`src/rtl/fx2_out_cmd_reader.sv`:
```
// fx2_out_cmd_reader: FX2 EP8 slave-FIFO reader that parses 2-byte register-write commands.
module fx2_out_cmd_reader #(
  parameter int          GAP_CYCLES      = 2,
  parameter logic [63:0] REG_RESET_VALUE = 64'h0000_0000_0000_0001
) (
  input  logic        FX2_IFCLK,
  input  logic        MAX2_nRESET,
  input  logic        MAX2_FIFO_DIR,
  input  logic        READ_ENABLE,
  input  logic        FX2_FLAGC,
  input  logic [7:0]  FX2_FD,
  output logic        FX2_SLOE,
  output logic        FX2_SLRD,
  output logic [1:0]  FX2_FIFOADDR,
  output logic        BUS_ACTIVE,
  output logic [63:0] REG_Q,
  output logic        REG_WR_STB,
  output logic [2:0]  REG_WR_ADDR,
  output logic [7:0]  REG_WR_DATA,
  input  logic [2:0]  REG_RD_ADDR,
  output logic [7:0]  REG_RD_DATA,
  output logic [7:0]  ERR_COUNT
);
  typedef enum logic [1:0] {IDLE, SETUP, SAMPLE, GAP} state_t;
  state_t state, state_nx;
  logic       go, sloe_nx, slrd_nx, byte_vld, in_data;
  logic [2:0] gap_cnt, addr_q;
  logic [7:0] byte_q;
  assign go           = MAX2_FIFO_DIR & READ_ENABLE;
  assign BUS_ACTIVE   = state != IDLE;
  assign FX2_FIFOADDR = 2'b11;
  assign REG_RD_DATA  = REG_Q[8*REG_RD_ADDR +: 8];
  // Strobes are registered from the next state so the pins match the state exactly.
  always_ff @(posedge FX2_IFCLK or negedge MAX2_nRESET)
    if (!MAX2_nRESET) begin
      state    <= IDLE;
      gap_cnt  <= '0;
      FX2_SLOE <= 1'b1;
      FX2_SLRD <= 1'b1;
    end else begin
      state    <= state_nx;
      FX2_SLOE <= sloe_nx;
      FX2_SLRD <= slrd_nx;
      gap_cnt  <= state == SAMPLE ? 3'(GAP_CYCLES - 1) : gap_cnt != 0 ? gap_cnt - 3'd1 : 3'd0;
    end
  always_comb
    state_nx = state == IDLE   ? (go && FX2_FLAGC ? SETUP : IDLE) :
               state == SETUP  ? (go ? SAMPLE : IDLE) :
               state == SAMPLE ? GAP :
               gap_cnt != 0    ? GAP :
               go && FX2_FLAGC ? SAMPLE : IDLE;
  always_comb begin
    sloe_nx = state_nx == IDLE;
    slrd_nx = state_nx != SAMPLE;
  end
  always_ff @(posedge FX2_IFCLK or negedge MAX2_nRESET)
    if (!MAX2_nRESET) begin
      byte_vld <= 1'b0;
      byte_q   <= '0;
    end else begin
      byte_vld <= state == SAMPLE;
      if (state == SAMPLE) byte_q <= FX2_FD;
    end
  // A byte already consumed from the FIFO is parsed even if the direction flips that cycle.
  always_ff @(posedge FX2_IFCLK or negedge MAX2_nRESET)
    if (!MAX2_nRESET) begin
      in_data     <= 1'b0;
      addr_q      <= '0;
      REG_Q       <= REG_RESET_VALUE;
      REG_WR_STB  <= 1'b0;
      REG_WR_ADDR <= '0;
      REG_WR_DATA <= '0;
      ERR_COUNT   <= '0;
    end else begin
      REG_WR_STB <= byte_vld & in_data;
      if (byte_vld) begin
        if (in_data) begin
          REG_Q[8*addr_q +: 8] <= byte_q;
          REG_WR_ADDR          <= addr_q;
          REG_WR_DATA          <= byte_q;
          in_data              <= 1'b0;
        end else if (byte_q[7:3] == 5'b10000) begin
          addr_q  <= byte_q[2:0];
          in_data <= 1'b1;
        end else if (ERR_COUNT != 8'hFF) ERR_COUNT <= ERR_COUNT + 8'd1;
      end else if (!MAX2_FIFO_DIR) in_data <= 1'b0;
    end
endmodule

```
`config.mk`:
```
export PLATFORM = sky130hd
export DESIGN_NAME = fx2_out_cmd_reader
export DESIGN_NICKNAME = d
export VERILOG_FILES = /design/src/rtl/fx2_out_cmd_reader.sv
export SDC_FILE = /design/constraint.sdc
export NUM_CORES = 1
export LEC_CHECK = 0
export CORE_UTILIZATION = 54
export DETAILED_ROUTE_END_ITERATION = 10
export PLACE_DENSITY = 0.85
export SYNTH_ARGS = -nofsm -noshare
export SYNTH_HDL_FRONTEND = slang
export SYNTH_SLANG_ARGS = --single-unit
```
`constraint.sdc`:
```
create_clock -name FX2_IFCLK -period 3.65 [get_ports FX2_IFCLK]
set_input_delay 0.5475 -clock FX2_IFCLK [delete_from_list [all_inputs] [get_ports FX2_IFCLK]]
set_output_delay 0.5475 -clock FX2_IFCLK [all_outputs]
set_load 0.02 [all_outputs]
```
==> flow_metrics.env <==
export IMPL_grt_max_degree=69
export IMPL_slowest_delay_ns=0.55
export IMPL_grt_use_total_pct=25.9
export IMPL_slew_violations=0
export IMPL_ys_seq_area_share_pct=52.7
export IMPL_post_cts_resized=0
export IMPL_dieArea_um2=9540
export IMPL_num_vias=3418
export IMPL_critical_path_class="in -> out"
export IMPL_rsz0062_at_grt="false"
export IMPL_final_layout_size_suffix_gt1_share_pct=27.6
export IMPL_cts_setup_buffers=0
export IMPL_io_buffers=110
export IMPL_syn_area_um2=4940
export IMPL_grt_overflow_total=0
export IMPL_r2r_slack_ns=0.83
export IMPL_worst_slack_ns=0.471
export IMPL_worst_ep_arrival_time_ns=2.63
export IMPL_dpl_cell_count=582
export IMPL_gp_congestion=0.796
export IMPL_worstSetupStartpoint="REG_RD_ADDR[0]"
export IMPL_status="finished, violations left"
export IMPL_netlist_instances=370
export IMPL_layout_commonest_cell="clkdlybuf4s50_1"
export IMPL_async_flop_share_pct=100
export IMPL_cts_buffer_depth=2
export IMPL_clk_latency_ns=0.37
export IMPL_finalPower_mw=3.59
export IMPL_syn2layout_area_growth_pct=30.4
export IMPL_num_antenna_cells=0
export IMPL_dpl_worst_slack_ns=0.492
export IMPL_final_cell_mix="clkdlybuf4s50_1 (109), dfrtp_1 (101), mux2_2 (68), nand2_1 (51), and2_1 (22)"
export IMPL_drv_cap=0
export IMPL_post_dp_cell_area_um2=6170
export IMPL_totalWireLength_um=11800
export IMPL_slew_headroom_pct=39.7
export IMPL_cts_sinks=104
export IMPL_core_area_um2=8810
export IMPL_num_rows=34
export IMPL_power_leakage_nw=2.96
export IMPL_synth_warnings=0
export IMPL_htree_levels=3
export IMPL_period_needed_ns=3.18
export IMPL_start_util_pct=56.1
export IMPL_worstHoldPathType="in -> async"
export IMPL_drtIter0Drc=167
export IMPL_setup_violations=0
export IMPL_drc=22
export IMPL_io_pins=113
export IMPL_detail_route_wl_per_cell_um=19.7
export IMPL_cp_endpoint="REG_RD_DATA[2]"
export IMPL_cts_buffers=9
export IMPL_failed_checks="DRC"
export IMPL_hold_viol_final=0
export IMPL_ir_worst_vdd_mv=0.502
export IMPL_finalClockSkew_ns=0.00895
export IMPL_hold_buffers=0
export IMPL_crit_path_end_kind="output pin"
export IMPL_via_per_inst=5.72
export IMPL_tightest_slew_ns=0.903
export IMPL_grt_pass1_wl_um=18800
export IMPL_required_ns=3.10
export IMPL_slowest_stage="clkdlybuf4s50_1"
export IMPL_die_w_um=97.7
export IMPL_r2r_end="REG_Q[26]"
export IMPL_grt_pass1_vias=3416
export IMPL_ys_ff_latch=104
export IMPL_dr_pass1_iters=10
export IMPL_cts_tree="built"
export IMPL_fillers=576
export IMPL_cp_common_cell="clkdlybuf4s50_1"
export IMPL_postRouteAntennaNets=0
export IMPL_fmax_mhz=315
export IMPL_setup_tns_ns=0
export IMPL_crit_path_max_fanout=16
export IMPL_post_dp_hpwl_um=8330
export IMPL_final_nets=508
export IMPL_synth_ff_type="dfrtp_1"
export IMPL_reg2reg_depth=6
export IMPL_fin_crit_sh_pct=87.1
export IMPL_yosysUniqueCellTypes=50
export IMPL_synth_edff_count=0
export IMPL_start_kind="primary input"
export IMPL_die_h_um=97.7
export IMPL_clk_pin_slew_worst_paths_ns=0.09
export IMPL_antenna_found_initial=0
export IMPL_final_cell_area_um2=6440
export IMPL_synth_area_per_cell_um2=13.4
export IMPL_layout_cells_non_filler=598
export IMPL_root_buffer="clkbuf_8"
export IMPL_crit_chain="clkdlybuf4s50_1, buf_12, mux4_2, mux2_2, clkdlybuf4s50_1"
export IMPL_r2r_start="addr_q[0]"
export IMPL_power_density_nw_per_um2=558
==> metal layers <==
metal  wire [um]  vias to the layer above  share of wire [%]  GRT usage, %
li1            -                     1544                  -             -
met5           0                        -                  0             0
met1        5040                     1743                 43          36.0
met2        5890                      117                 50          41.7
met4         150                        0                1.3          8.16
met3         710                       14                6.0          4.82
==> metrics by stage <==
stage          hold slack [ns]  util [%]
3_5_place_dp             0.473      70.1
3_3_place_gp             0.464      70.1
5_1_grt                  0.355      73.2
4_1_cts                  0.312      73.2
6_report                 0.261      73.2
2_1_floorplan            0.252         -
==> cells by family (layout without fill, tap and decap cells) <==
kind of cell / count (synthesis) / after routing / share of synthesized area (%)
buffers and inverters: 20 / 139 / 2.08
AOI/OAI and AO/OA: 16 / 16 / 2.76
muxes: 92 / 92 / 25.2
and+or+nand+nor: 124 / 124 / 14.3
adders and majority gates: 7 / 7 / 1.77
DFF: 104 / 104 / 52.7
other: 1 / 2 / 0.0759
xor gates and xnor gates: 6 / 6 / 1.06
==> worst max-delay path: cells and delay by family <==
family   cells  cell delay [ns]
buf+inv      3             1.27
mux          2             0.81
==> registers in the layout (all words and copies together) (netlist names), 2 cells and up <==
register / cells
ERR_COUNT: 8
REG_Q: 64
REG_WR_ADDR: 3
REG_WR_DATA: 8
addr_q: 3
byte_q: 8
gap_cnt: 3
state: 2
==> synthesized netlist by cell type (all sizes together), types with 2 or more instances <==
cell | count | share of area (%)
a21oi | 3 | 0.30
a31oi | 2 | 0.25
and2 | 22 | 2.8
buf | 8 | 1.1
clkbuf | 5 | 0.40
dfrtp | 101 | 51
dfstp | 3 | 1.6
ha | 7 | 1.8
inv | 7 | 0.53
mux2 | 76 | 18
mux4 | 16 | 7.3
nand2 | 53 | 4.3
nand3 | 12 | 1.2
nor2 | 10 | 0.91
nor3 | 7 | 1.7
nor3b | 4 | 0.71
nor4 | 4 | 0.81
o21ai | 4 | 0.41
o31ai | 2 | 0.58
o41ai | 2 | 0.73
or2 | 2 | 0.30
or4 | 2 | 0.38
xor2 | 6 | 1.1
==> worst min-delay path by stage <==
| stage | endpoint | startpoint | cells past startpoint | slack (ns) |
|---|---|---|---|---|
| CTS | REG_Q[25] | MAX2_nRESET | 1 | 0.31 |
| floorplan | ERR_COUNT[0] | MAX2_nRESET | 0 | 0.25 |
| global route | REG_Q[25] | MAX2_nRESET | 1 | 0.36 |
| detailed placement | REG_WR_DATA[4] | REG_WR_DATA[4] | 2 | 0.47 |
| finish | REG_Q[25] | MAX2_nRESET | 1 | 0.26 |
| global placement | REG_WR_DATA[1] | REG_WR_DATA[1] | 2 | 0.46 |
==> where the power goes <==
group	leakage (nW)	internal [mW]	total, mW	switching (mW)
clock network	0.130	0.544	0.929	0.385
logic	1.42	0.508	1.06	0.553
registers	1.41	1.33	1.60	0.271
==> final cells by class <==
type	count	area (um2)	area share, %
sequential	104	2610	40.5
clock buffer	11	141	2.19
timing repair buffer	116	1170	18.1
clock inverter	5	128	1.98
multi-input combinational	247	2240	34.7
tap	108	135	2.10
inverter	7	26.3	0.408
(Power assumes the default switching activity.)
